File: src/rtl/asu_riscv_mult_iter_if.sv
// Handshake and data bundle between the execute stage and the iterative multiplier.
// master: issuing side (drives request, kill); slave: multiplier (drives ready, result).
// Interface XLEN must match the XLEN of the multiplier it connects to.
interface asu_riscv_mult_iter_if #(
  parameter int XLEN = 32
);
  logic            valid_i;
  logic            ready_o;
  logic [1:0]      operator_i;
  logic [XLEN-1:0] op_a_i;
  logic [XLEN-1:0] op_b_i;
  logic            kill_i;
  logic            valid_o;
  logic [XLEN-1:0] result_o;

  modport master (
    output valid_i, operator_i, op_a_i, op_b_i, kill_i,
    input  ready_o, valid_o, result_o
  );

  modport slave (
    input  valid_i, operator_i, op_a_i, op_b_i, kill_i,
    output ready_o, valid_o, result_o
  );
endinterface

File: src/rtl/asu_riscv_mult_iter.sv
// Iterative RISC-V MUL/MULH/MULHSU/MULHU on magnitudes, STEP multiplier bits per cycle.
// Latency: XLEN/STEP + 2 cycles from accept to valid_o; 2 cycles when an operand is zero.
// Backpressure: ready_o only in IDLE; valid_o is a one-cycle pulse with no output stall.
module asu_riscv_mult_iter #(
  parameter int XLEN = 32,
  parameter int STEP = 4
) (
  input logic                 clk,
  input logic                 nrst,
  asu_riscv_mult_iter_if.slave bus
);
  localparam int K  = XLEN / STEP;
  localparam int IW = (K > 1) ? $clog2(K) : 1;

  typedef enum logic [1:0] {IDLE, CALC, FIX} state_t;

  state_t            state;
  state_t            state_nxt;
  logic [2*XLEN-1:0] acc;
  logic [2*XLEN-1:0] a_sh;
  logic [2*XLEN-1:0] pp;
  logic [2*XLEN-1:0] prod;
  logic [XLEN-1:0]   b_sh;
  logic [XLEN-1:0]   mag_a;
  logic [XLEN-1:0]   mag_b;
  logic [XLEN-1:0]   result;
  logic [IW-1:0]     iter;
  logic              neg;
  logic              hi_sel;
  logic              valid;
  logic              accept;
  logic              sign_a;
  logic              sign_b;
  logic              last;
  logic              zero_op;

  // Operand signs follow the operator: MULHU treats both unsigned, MULHSU only b unsigned.
  assign sign_a  = bus.op_a_i[XLEN-1] & (bus.operator_i != 2'b11);
  assign sign_b  = bus.op_b_i[XLEN-1] & ~bus.operator_i[1];
  // Two's complement negate of the most negative value yields 2^(XLEN-1) as unsigned.
  assign mag_a   = sign_a ? (~bus.op_a_i + 1'b1) : bus.op_a_i;
  assign mag_b   = sign_b ? (~bus.op_b_i + 1'b1) : bus.op_b_i;
  assign zero_op = (bus.op_a_i == '0) || (bus.op_b_i == '0);
  assign accept  = bus.valid_i & (state == IDLE) & ~bus.kill_i;
  assign last    = (iter == IW'(K - 1));

  // Multiplicand is pre-shifted each cycle, so the chunk product needs no variable shifter.
  assign pp   = a_sh * {{(2*XLEN-STEP){1'b0}}, b_sh[STEP-1:0]};
  assign prod = neg ? (~acc + 1'b1) : acc;

  assign bus.ready_o  = (state == IDLE);
  assign bus.valid_o  = valid;
  assign bus.result_o = result;

  // State register.
  always_ff @(posedge clk) begin
    if (!nrst) state <= IDLE;
    else       state <= state_nxt;
  end

  // Next-state: zero operands skip CALC; kill aborts CALC/FIX back to IDLE.
  always_comb begin
    state_nxt = state;
    case (state)
      IDLE: if (accept) state_nxt = zero_op ? FIX : CALC;
      CALC: begin
        if (bus.kill_i)  state_nxt = IDLE;
        else if (last)   state_nxt = FIX;
      end
      FIX:     state_nxt = IDLE;
      default: state_nxt = IDLE;
    endcase
  end

  // Datapath: capture on accept, accumulate in CALC, sign-fix and publish in FIX.
  always_ff @(posedge clk) begin
    if (!nrst) begin
      acc    <= '0;
      a_sh   <= '0;
      b_sh   <= '0;
      iter   <= '0;
      neg    <= 1'b0;
      hi_sel <= 1'b0;
      valid  <= 1'b0;
      result <= '0;
    end else begin
      valid <= 1'b0;
      case (state)
        IDLE: if (accept) begin
          acc    <= '0;
          iter   <= '0;
          a_sh   <= {{XLEN{1'b0}}, mag_a};
          b_sh   <= mag_b;
          neg    <= sign_a ^ sign_b;
          hi_sel <= (bus.operator_i != 2'b00);
        end
        CALC: if (!bus.kill_i) begin
          acc  <= acc + pp;
          a_sh <= a_sh << STEP;
          b_sh <= b_sh >> STEP;
          iter <= iter + 1'b1;
        end
        FIX: if (!bus.kill_i) begin
          result <= hi_sel ? prod[2*XLEN-1:XLEN] : prod[XLEN-1:0];
          valid  <= 1'b1;
        end
        default: ;
      endcase
    end
  end
endmodule

File: src/flat_wrapper.sv
// flat-port wrapper written by rule: the top's interface ports become plain ports
module asu_riscv_mult_iter_flat 
#(
  parameter int XLEN = 32,
  parameter int STEP = 4
)
  (clk, nrst, bus_valid_i, bus_operator_i, bus_op_a_i, bus_op_b_i, bus_kill_i, bus_ready_o, bus_valid_o, bus_result_o);
  asu_riscv_mult_iter_if #(.XLEN(XLEN)) bus_i ();
  input logic clk;
  input logic nrst;
  input wire logic [$bits(bus_i.valid_i)-1:0] bus_valid_i;
  input wire logic [$bits(bus_i.operator_i)-1:0] bus_operator_i;
  input wire logic [$bits(bus_i.op_a_i)-1:0] bus_op_a_i;
  input wire logic [$bits(bus_i.op_b_i)-1:0] bus_op_b_i;
  input wire logic [$bits(bus_i.kill_i)-1:0] bus_kill_i;
  output wire logic [$bits(bus_i.ready_o)-1:0] bus_ready_o;
  output wire logic [$bits(bus_i.valid_o)-1:0] bus_valid_o;
  output wire logic [$bits(bus_i.result_o)-1:0] bus_result_o;
  assign bus_i.valid_i = bus_valid_i;
  assign bus_i.operator_i = bus_operator_i;
  assign bus_i.op_a_i = bus_op_a_i;
  assign bus_i.op_b_i = bus_op_b_i;
  assign bus_i.kill_i = bus_kill_i;
  assign bus_ready_o = bus_i.ready_o;
  assign bus_valid_o = bus_i.valid_o;
  assign bus_result_o = bus_i.result_o;
  asu_riscv_mult_iter #(.XLEN(XLEN), .STEP(STEP)) u_core (.clk(clk), .nrst(nrst), .bus(bus_i));
endmodule
File: config.mk
export PLATFORM = sky130hd
export DESIGN_NAME = asu_riscv_mult_iter_flat
export DESIGN_NICKNAME = d
export VERILOG_FILES = /design/src/rtl/asu_riscv_mult_iter_if.sv /design/src/rtl/asu_riscv_mult_iter.sv /design/src/flat_wrapper.sv
export SDC_FILE = /design/constraint.sdc
export NUM_CORES = 1
export LEC_CHECK = 0
export CAP_MARGIN = 20
export CORE_MARGIN = 4
export CORE_UTILIZATION = 52
export DETAILED_ROUTE_END_ITERATION = 6
export HOLD_SLACK_MARGIN = 0.08
export PLACE_DENSITY = 0.82
export SLEW_MARGIN = 25
export SYNTH_ARGS = -nofsm -noshare
export SYNTH_HDL_FRONTEND = slang
export SYNTH_SLANG_ARGS = --single-unit
File: constraint.sdc
create_clock -name clk -period 12.6 [get_ports clk]
set_clock_uncertainty 0.2 [all_clocks]
set_input_delay 2.52 -clock clk [delete_from_list [all_inputs] [get_ports clk]]
set_output_delay 2.52 -clock clk [all_outputs]
set_load 0.02 [all_outputs]
==> reports/results.md, run 1 <==
| Item | Reported | Unit |
|---|---|---|
| Peak ir drop on the vdd network | 0.0820 | mV |
| Most prevalent standard cell on the critical path | sky130_fd_sc_hd__fa_1 | - |
| Internal power | 1.03 | mW |
| Number of fill cells | 3448 | - |
| Global-route wire length before repair | 92200 | um |
| Kind of path behind the tightest hold check | reg2reg | - |
| Sequential fraction of design power | 0.450 | - |
| Area growth from synthesis to layout | 9.16 | % |
| Synthesized-area fraction occupied by adder cells | 0.222 | - |
| Flip-flop cell with the highest count after synthesis | sky130_fd_sc_hd__dfxtp_1 | - |
| Critical path data required time | 12750 | ps |
| Final Setup Violations | 0 | - |
| Cell variety after synth | 77 | - |
| Initial core utilization | 0.528 | - |
| Worst EP arrival | 6600 | ps |
| Cell type with the highest aggregate area in the netlist | sky130_fd_sc_hd__dfxtp_1 | - |
| Placeable Area | 0.0387 | mm^2 |
| Final non-filler cell total | 3090 | - |
| Kind of end point of the critical path | flip-flop | - |
| Iteration-0 DRC Markers | 1711 | - |
| Congestion Overflow GR | 0 | - |
| Maximum root-to-sink buffer count | 2 | - |
| Pwr per Cell Area | 66.8 | mW/mm^2 |
| Average routed wire per standard cell | 18.3 | um |
| Iteration count of the initial detailed-routing pass | 7 | - |
| Power consumption | 1.49 | mW |
| R2r startpoint | u_core.b_sh[1] | - |
| Final Hold Vio Count | 0 | - |
| Count of pins over their slew limit | 0 | - |
| Count of nets left with antenna violations after detail routing | 0 | - |
| GP Congestion | 0.957 | - |
| Via count of the routed design | 18100 | - |
| Most area-consuming cells after synthesis | sky130_fd_sc_hd__dfxtp_1, sky130_fd_sc_hd__fa_1, sky130_fd_sc_hd__and2_1 | - |
| Register-to-Register Setup Slack | 6150 | ps |
| Count of port buffers added during placement | 103 | - |
| Worst-case setup margin in the final layout | 6150 | ps |
| Nets | 2885 | - |
| Seq/Total Area, Yosys | 0.196 | - |
| Fin Setup TNS | 0 | ps |
| Critical path type | reg2reg | - |
| Syn_area_per_cell | 7.98 | um^2 |
| Number of placement rows | 72 | - |
| Netlist area before placement | 0.0204 | mm^2 |
| Multiplexer share of the synthesized area | 0.00698 | - |
| Synth Area in Compound Gates | 0.198 | - |
| Type of element launching the critical path | flip-flop | - |
| Clock-pin slew on the worst setup and hold paths | 80 | ps |
| Die Y | 206 | um |
| Reg2reg end | u_core.acc[61] | - |
| Worst slew margin relative to its limit | 0.349 | - |
| Worst path top cell family by delay | compound AO/OA/AOI/OAI gates | - |
| Crit-path max FO | 63 | - |
| Transition time at the pin with the least slew margin | 976 | ps |
| Area of all placed cells without fillers | 0.0223 | mm^2 |
| Total setup buffers inserted after CTS | 0 | - |
| Unrepaired setup endpoints after global routing | false | - |
| Cell at the root of the clock tree | sky130_fd_sc_hd__clkbuf_16 | - |
| Diode insertion count for antenna repair | 0 | - |
| Combinational family with the most area after synthesis | simple AND/OR/NAND/NOR gates | - |
| Number of remaining DRC errors | 0 | - |
| Count of boundary I/O pins | 104 | - |
| Critical Path Slowest Stage Cell | sky130_fd_sc_hd__fa_1 | - |
| Fin crit period | 6450 | ps |
| Total Die Area | 0.0425 | mm^2 |
| Seq cells post-synth | 200 | - |
| Cell leakage power | 9.65 | nW |
| Fraction of synthesized cell area in xor and xnor cells | 0.0609 | - |
| Clk_lat worst skew | 460 | ps |
| Result of the run | complete, no violations | - |
| Cells along the critical path | buf_4 -> and2_1 -> fa_1 -> fa_1 -> inv_1 -> fa_1 -> inv_1 -> ha_1 -> a21oi_1 -> o21ai_0 -> a311oi_1 -> and3_1 -> a21boi_0 -> a2bb2oi_1 -> a2111o_1 -> a2111oi_0 -> or3_1 -> a32o_1 | - |
| Total detailed-routing wirelength | 56500 | um |
| Die span in x | 206 | um |
| Largest net degree at the start of global routing | 109 | - |
| Total CTS buffers | 17 | - |
| Share of the clock period used by the worst path after layout | 0.512 | - |
| Yosys synthesis warning count | 0 | - |
| Power spent charging and discharging nets | 463 | uW |
| Max frequency | 155 | MHz |
| Number of antenna violations at the first check in global routing | 0 | - |
| Post-cts resize count | 0 | - |
| Max-capacitance violation count | 0 | - |
| CTS tree | built | - |
| Placed instance area | 0.0217 | mm^2 |
| CP Buf/Inv Count | 3 | - |
| Worst setup path endpoint | u_core.acc[61] | - |
| CP startpoint | u_core.b_sh[1] | - |
| Crit. path cell count | 18 | - |
| Number of nets in the synthesized netlist | 2886 | - |
| CTS Hold Bufs | 0 | - |
| Cell count of the worst reg-to-reg path | 18 | - |
| Fraction of layout cells with a size suffix above 1 | 0.0288 | - |
| Clock share of power | 0.370 | - |
| Area share of and/or/nand/nor cells after synthesis | 0.231 | - |
| Via count of the first global-routing pass | 17400 | - |
| Total half-perimeter wirelength after legalization and detailed placement | 43800 | um |
| Detailed-route vias per instance | 5.85 | - |
| Worst setup slack before clock tree synthesis | 6280 | ps |
| Synth async-reset ratio | 0 | - |
| Fraction of power consumed by combinational cells | 0.179 | - |
| Maximum single-stage delay on the critical path | 550 | ps |
| Area fraction of the dominant cell type after synthesis | 0.196 | - |
| Htree depth | 4 | - |
| Gr usage total | 0.268 | - |
| Instance count after placement with tap cells included | 3060 | - |
| Cell count after synthesis | 2562 | - |
| Post-synth EDFFs | 0 | - |
| Clk sinks | 200 | - |
| Sw Share | 0.311 | - |
## per-layer routing
| layer | vias to the layer above | track usage | part of all wire |
|---|---|---|---|
| met5 | - | 0 | 0 |
| met3 | 89 | 0.0515 | 0.093 |
| li1 | 8566 | - | - |
| met2 | 805 | 0.414 | 0.44 |
| met1 | 8623 | 0.386 | 0.44 |
| met4 | 0 | 0.0756 | 0.026 |
## worst min-delay path, stage by stage (launching register included)
cell	delay [ps]
sky130_fd_sc_hd__dfxtp_1	320
sky130_fd_sc_hd__nand2_1	50
sky130_fd_sc_hd__a21boi_1	50
## placed cells by master (no fill, tap or decap), types with 7 or more instances in the layout
master                            Yosys  final
sky130_fd_sc_hd__and3_1              14     14
sky130_fd_sc_hd__or3_1               19     19
sky130_fd_sc_hd__inv_1              325    325
sky130_fd_sc_hd__nor4_1              17     17
sky130_fd_sc_hd__a21o_1              37     37
sky130_fd_sc_hd__ha_1                72     72
sky130_fd_sc_hd__nor2_1             131    129
sky130_fd_sc_hd__clkdlybuf4s50_1      0    102
sky130_fd_sc_hd__a22oi_1             71     71
sky130_fd_sc_hd__o21a_1              11     11
sky130_fd_sc_hd__a32o_1               7      7
sky130_fd_sc_hd__a21boi_0            13     13
sky130_fd_sc_hd__or4_1               10     10
sky130_fd_sc_hd__nor2b_1            139    139
sky130_fd_sc_hd__o211ai_1            13     13
sky130_fd_sc_hd__xnor2_1             93     93
sky130_fd_sc_hd__a211oi_1            63     63
sky130_fd_sc_hd__nor3_1              35     35
sky130_fd_sc_hd__clkbuf_16            0     17
sky130_fd_sc_hd__nand2_1            166    165
sky130_fd_sc_hd__xor2_1              49     49
sky130_fd_sc_hd__o21ai_0            120    120
sky130_fd_sc_hd__nand4_1             19     19
sky130_fd_sc_hd__o31ai_1             18     18
sky130_fd_sc_hd__fa_1               182    182
sky130_fd_sc_hd__a21oi_1            173    173
sky130_fd_sc_hd__nand3_1             31     31
sky130_fd_sc_hd__buf_4                1     14
sky130_fd_sc_hd__and2_1             255    255
sky130_fd_sc_hd__a31oi_1             15     15
sky130_fd_sc_hd__o21bai_1             8      8
sky130_fd_sc_hd__dfxtp_1            200    198
sky130_fd_sc_hd__a311oi_1             7      7
## synthesized netlist by cell type (5+ instances only)
cell	instances
sky130_fd_sc_hd__a22oi_1	71
sky130_fd_sc_hd__nand4_1	19
sky130_fd_sc_hd__nor2b_1	139
sky130_fd_sc_hd__nor2_1	131
sky130_fd_sc_hd__or2_2	5
sky130_fd_sc_hd__o22ai_1	6
sky130_fd_sc_hd__o31ai_1	18
sky130_fd_sc_hd__dfxtp_1	200
sky130_fd_sc_hd__nand3b_1	5
sky130_fd_sc_hd__and2_1	255
sky130_fd_sc_hd__o21bai_1	8
sky130_fd_sc_hd__fa_1	182
sky130_fd_sc_hd__a21oi_1	173
sky130_fd_sc_hd__o21ai_0	120
sky130_fd_sc_hd__o21a_1	11
sky130_fd_sc_hd__o211ai_1	13
sky130_fd_sc_hd__or4_1	10
sky130_fd_sc_hd__buf_2	5
sky130_fd_sc_hd__ha_1	72
sky130_fd_sc_hd__a311oi_1	7
sky130_fd_sc_hd__o31a_1	5
sky130_fd_sc_hd__a31oi_1	15
sky130_fd_sc_hd__and3_1	14
sky130_fd_sc_hd__xor2_1	49
sky130_fd_sc_hd__inv_1	325
sky130_fd_sc_hd__xnor2_1	93
sky130_fd_sc_hd__clkbuf_1	124
sky130_fd_sc_hd__a21boi_0	13
sky130_fd_sc_hd__a32o_1	7
sky130_fd_sc_hd__nand3_1	31
sky130_fd_sc_hd__nand2b_1	5
sky130_fd_sc_hd__o41ai_1	6
sky130_fd_sc_hd__or3_1	19
sky130_fd_sc_hd__buf_1	7
sky130_fd_sc_hd__nor3_1	35
sky130_fd_sc_hd__a211oi_1	63
sky130_fd_sc_hd__nor4_1	17
sky130_fd_sc_hd__mux4_2	5
sky130_fd_sc_hd__a21o_1	37
sky130_fd_sc_hd__nand2_1	166
## power groups by stage
stage               registers [mW]  logic [mW]  clock network [mW]
floorplan                    0.675       0.184                   0
global placement             0.684       0.256                   0
detailed placement           0.685       0.264                   0
CTS                          0.670       0.265               0.562
global route                 0.673       0.297               0.584
finish                       0.671       0.267               0.552
## final cells by class
| type | count | area, um^2 | share of cell area |
|---|---|---|---|
| clock inverters | 13 | 135 | 0.00606 |
| multi-input cells | 1900 | 14700 | 0.661 |
| well taps | 518 | 648 | 0.0291 |
| inverters | 325 | 1220 | 0.0547 |
| repair buffers | 117 | 1140 | 0.0510 |
| flip-flops and latches | 200 | 4010 | 0.180 |
| clock buffers | 17 | 425 | 0.0191 |
## how the worst min path moves through the flow
stage	start	slack [ps]	end	cells after the start
after floorplan	u_core.acc[52]	230	u_core.acc[52]	2
after global placement	u_core.acc[52]	230	u_core.acc[52]	2
after detailed placement	u_core.acc[57]	250	u_core.acc[57]	2
after CTS	u_core.bus.result_o[24]	260	u_core.bus.result_o[24]	2
after global routing	u_core.b_sh[1]	300	u_core.b_sh[1]	2
final	u_core.bus.result_o[24]	260	u_core.bus.result_o[24]	2
## stage by stage
stage / utilization / hold slack [ps]
after detailed placement: 0.561 / 246
after global placement: 0.561 / 234
after floorplan: - / 225
after CTS: 0.576 / 261
after global routing: 0.576 / 303
final: 0.576 / 260
## registers in the layout, indices dropped and copies added, names as in the netlist
signal / cells
u_core.bus.valid_o: 1
u_core.b_sh: 32
u_core.bus.result_o: 32
u_core.state: 2
u_core.a_sh: 64
u_core.neg: 1
u_core.iter: 3
u_core.acc: 64
u_core.hi_sel: 1
## kinds of logic (layout without fill, tap and decap cells)
kind of cell	count (synthesis)	after routing
compound gates	623	623
fa+ha+maj	254	254
mux	8	8
simple gates	873	873
buf+inv	462	472
xor+xnor	142	142
flops	200	200
No activity file was read; power rests on OpenSTA's default activity.
==> inputs of run 2 (changes only) <==
==> constraint.sdc (replaced) <==
create_clock -name clk -period 6.77 [get_ports clk]
set_clock_uncertainty 0.2 [all_clocks]
set_input_delay 1.354 -clock clk [delete_from_list [all_inputs] [get_ports clk]]
set_output_delay 1.354 -clock clk [all_outputs]
set_load 0.02 [all_outputs]
==> run 2 against run 1 <==
  * Critical path depth fell by 1
  * Sequential share of layout area about the same
  * Power increased by 89%
  * Final area is 0.25% higher
  * Count of clock-buffer cells in the layout stayed put
  * Utilization increased by 0.14 points
  * Die area stayed put
  * Fmax rose by 2.8%
  * Register-to-register slack worse by 5700 ps
==> reports/results.md, run 2 (same netlist as run 1, synthesis figures left out) <==
| Item | Reported | Unit | Change |
|---|---|---|---|
| Result of the run | complete, no violations | - | unchanged |
| CTS Hold Bufs | 0 | - | unchanged |
| Total Die Area | 0.0425 | mm^2 | unchanged |
| Placeable Area | 0.0387 | mm^2 | unchanged |
| Post-cts resize count | 0 | - | unchanged |
| Area of all placed cells without fillers | 0.0224 | mm^2 | was 0.0223 mm^2 |
| Number of antenna violations at the first check in global routing | 0 | - | unchanged |
| Fraction of power consumed by combinational cells | 0.176 | - | was 0.179 |
| Register-to-Register Setup Slack | 490 | ps | was 6150 ps |
| Unrepaired setup endpoints after global routing | false | - | unchanged |
| Iteration-0 DRC Markers | 1388 | - | was 1711 |
| Critical path type | reg2reg | - | unchanged |
| Via count of the first global-routing pass | 17200 | - | was 17400 |
| Number of remaining DRC errors | 0 | - | unchanged |
| Largest registers ranked by flip-flop count | u_core.a_sh x64, u_core.acc x64 | - | unchanged |
| Clk_lat worst skew | 470 | ps | was 460 ps |
| Largest net degree at the start of global routing | 113 | - | was 109 |
| Iteration count of the initial detailed-routing pass | 6 | - | was 7 |
| Average routed wire per standard cell | 18.8 | um | was 18.3 um |
| Kind of path behind the tightest hold check | reg2reg | - | unchanged |
| Maximum root-to-sink buffer count | 2 | - | unchanged |
| Crit-path max FO | 17 | - | was 63 |
| Placed instance area | 0.0218 | mm^2 | was 0.0217 mm^2 |
| Via count of the routed design | 18100 | - | about the same |
| Worst path top cell family by delay | compound AO/OA/AOI/OAI gates | - | unchanged |
| Max frequency | 159 | MHz | was 155 MHz |
| Worst slew margin relative to its limit | 0.332 | - | was 0.349 |
| Most common library cell in the layout ignoring fill and taps | sky130_fd_sc_hd__inv_1 | - | unchanged |
| Internal power | 1.92 | mW | was 1.03 mW |
| Diode insertion count for antenna repair | 0 | - | unchanged |
| Sequential fraction of design power | 0.446 | - | was 0.450 |
| Global-route wire length before repair | 93500 | um | was 92200 um |
| Cell leakage power | 9.70 | nW | was 9.65 nW |
| Total detailed-routing wirelength | 58300 | um | was 56500 um |
| Sw Share | 0.317 | - | was 0.311 |
| Cell count of the worst reg-to-reg path | 17 | - | was 18 |
| Critical path data required time | 6930 | ps | was 12750 ps |
| GP Congestion | 0.947 | - | was 0.957 |
| Maximum single-stage delay on the critical path | 640 | ps | was 550 ps |
| Gr usage total | 0.274 | - | was 0.268 |
| Worst EP arrival | 6440 | ps | was 6600 ps |
| Transition time at the pin with the least slew margin | 1000 | ps | was 976 ps |
| Cells along the critical path | buf_4 -> nand2_1 -> fa_1 -> fa_1 -> fa_1 -> inv_1 -> ha_1 -> nor2b_1 -> o31a_1 -> o31a_1 -> o21a_1 -> a21boi_0 -> a2bb2oi_1 -> a2111o_1 -> a2111oi_0 -> or3_1 -> a32o_1 | - | was buf_4 -> and2_1 -> fa_1 -> fa_1 -> inv_1 -> fa_1 -> inv_1 -> ha_1 -> a21oi_1 -> o21ai_0 -> a311oi_1 -> and3_1 -> a21boi_0 -> a2bb2oi_1 -> a2111o_1 -> a2111oi_0 -> or3_1 -> a32o_1 |
| Die Y | 206 | um | unchanged |
| Cell at the root of the clock tree | sky130_fd_sc_hd__clkbuf_16 | - | unchanged |
| Detailed-route vias per instance | 5.83 | - | was 5.85 |
| Area growth from synthesis to layout | 9.43 | % | was 9.16% |
| Max-capacitance violation count | 0 | - | unchanged |
| Critical Path Slowest Stage Cell | sky130_fd_sc_hd__dfxtp_1 | - | was sky130_fd_sc_hd__fa_1 |
| Share of the clock period used by the worst path after layout | 0.927 | - | was 0.512 |
| CTS tree | built | - | unchanged |
| Type of element launching the critical path | flip-flop | - | unchanged |
| Clock share of power | 0.378 | - | was 0.370 |
| Congestion Overflow GR | 0 | - | unchanged |
| Final Setup Violations | 0 | - | unchanged |
| Clock-pin slew on the worst setup and hold paths | 90 | ps | was 80 ps |
| Reg2reg end | u_core.acc[61] | - | unchanged |
| Initial core utilization | 0.528 | - | unchanged |
| Count of nets left with antenna violations after detail routing | 0 | - | unchanged |
| Number of placement rows | 72 | - | unchanged |
| HP Start | u_core.bus.result_o[19] | - | was u_core.bus.result_o[24] |
| Total CTS buffers | 17 | - | unchanged |
| Endpoint, Worst Hold | u_core.bus.result_o[19] | - | was u_core.bus.result_o[24] |
| Count of boundary I/O pins | 104 | - | unchanged |
| R2r startpoint | u_core.b_sh[3] | - | was u_core.b_sh[1] |
| Power spent charging and discharging nets | 893 | uW | was 463 uW |
| Kind of end point of the critical path | flip-flop | - | unchanged |
| Count of pins over their slew limit | 0 | - | unchanged |
| CP Buf/Inv Count | 2 | - | was 3 |
| Final Hold Vio Count | 0 | - | unchanged |
| Nets | 2891 | - | was 2885 |
| Fin Setup TNS | 0 | ps | unchanged |
| Fraction of layout cells with a size suffix above 1 | 0.0314 | - | was 0.0288 |
| Total setup buffers inserted after CTS | 0 | - | unchanged |
| Worst hold path cell count | 2 | - | unchanged |
| Htree depth | 4 | - | unchanged |
| Clk sinks | 200 | - | unchanged |
| Pwr per Cell Area | 126 | mW/mm^2 | was 66.8 mW/mm^2 |
| Peak ir drop on the vdd network | 0.147 | mV | was 0.0820 mV |
| Most prevalent standard cell on the critical path | sky130_fd_sc_hd__fa_1 | - | unchanged |
| Count of port buffers added during placement | 103 | - | unchanged |
| Most frequent cells in the layout | sky130_fd_sc_hd__inv_1, sky130_fd_sc_hd__and2_1, sky130_fd_sc_hd__dfxtp_1, sky130_fd_sc_hd__fa_1, sky130_fd_sc_hd__a21oi_1 | - | unchanged |
| Total half-perimeter wirelength after legalization and detailed placement | 45600 | um | was 43800 um |
| Die span in x | 206 | um | unchanged |
| Fin crit period | 6280 | ps | was 6450 ps |
-- run 2: cell types whose count changed in the layout (fill, tap and decap cells not counted), moves of 2 or more --
| cell | delta |
|---|---|
| sky130_fd_sc_hd__inv_6 | -2 |
| sky130_fd_sc_hd__buf_4 | +7 |
| sky130_fd_sc_hd__clkinv_8 | +2 |
| sky130_fd_sc_hd__clkinv_2 | +2 |
| sky130_fd_sc_hd__clkinvlp_4 | -2 |
-- run 2: power groups by stage --
| stage | registers [mW] | logic, mW | clock network (mW) |
|---|---|---|---|
| final | 1.26 | 0.495 | 1.06 |
| after detailed placement | 1.28 | 0.489 | 0 |
| after global routing | 1.26 | 0.546 | 1.12 |
| after floorplan | 1.26 | 0.343 | 0 |
| after global placement | 1.28 | 0.478 | 0 |
| after CTS | 1.25 | 0.491 | 1.07 |
-- run 2: area by class of cell --
class,instances,area (um^2)
sequential,200,4010
clock buffer,17,425
timing repair buffer,123,1180
multi-input combinational,1900,14700
fill,3498,16400
inverter,325,1220
tap,518,648
clock inverter,15,165
-- run 2: worst max path at each step --
stage	cells past startpoint	slack [ps]	endpoint	startpoint
after CTS	18	570	u_core.acc[61]	u_core.b_sh[1]
after detailed placement	17	600	u_core.acc[61]	u_core.b_sh[3]
after global placement	17	710	u_core.acc[61]	u_core.b_sh[3]
after global routing	18	200	u_core.acc[61]	u_core.b_sh[1]
final	17	490	u_core.acc[61]	u_core.b_sh[3]
after floorplan	19	1390	u_core.acc[60]	u_core.b_sh[2]
-- run 2: per-stage QoR --
stage,power [mW],std cells,hold slack (ps),utilization,setup slack (ps)
5_1_grt,2.92,3098,284,0.577,197
2_1_floorplan,1.60,2562,225,-,1390
6_report,2.82,3098,258,0.577,492
4_1_cts,2.82,3098,261,0.577,574
3_3_place_gp,1.76,3066,239,0.562,710
3_5_place_dp,1.77,3066,241,0.562,602
-- run 2: layer usage --
layer / global-route usage / vias to the layer above / part of all wire
li1: - / 8572 / -
met1: 0.408 / 8653 / 0.46
met2: 0.414 / 744 / 0.43
met3: 0.0392 / 86 / 0.081
met4: 0.0851 / 0 / 0.031
met5: 0 / - / 0
-- run 2: worst register-to-register path: stages, from the launching register on --
cell,delay (ps)
sky130_fd_sc_hd__dfxtp_1,640
sky130_fd_sc_hd__buf_4,300
sky130_fd_sc_hd__nand2_1,100
sky130_fd_sc_hd__fa_1,520
sky130_fd_sc_hd__fa_1,510
sky130_fd_sc_hd__fa_1,510
sky130_fd_sc_hd__inv_1,40
sky130_fd_sc_hd__ha_1,320
sky130_fd_sc_hd__nor2b_1,180
sky130_fd_sc_hd__o31a_1,280
sky130_fd_sc_hd__o31a_1,300
sky130_fd_sc_hd__o21a_1,270
sky130_fd_sc_hd__a21boi_0,560
sky130_fd_sc_hd__a2bb2oi_1,420
sky130_fd_sc_hd__a2111o_1,300
sky130_fd_sc_hd__a2111oi_0,130
sky130_fd_sc_hd__or3_1,330
sky130_fd_sc_hd__a32o_1,250
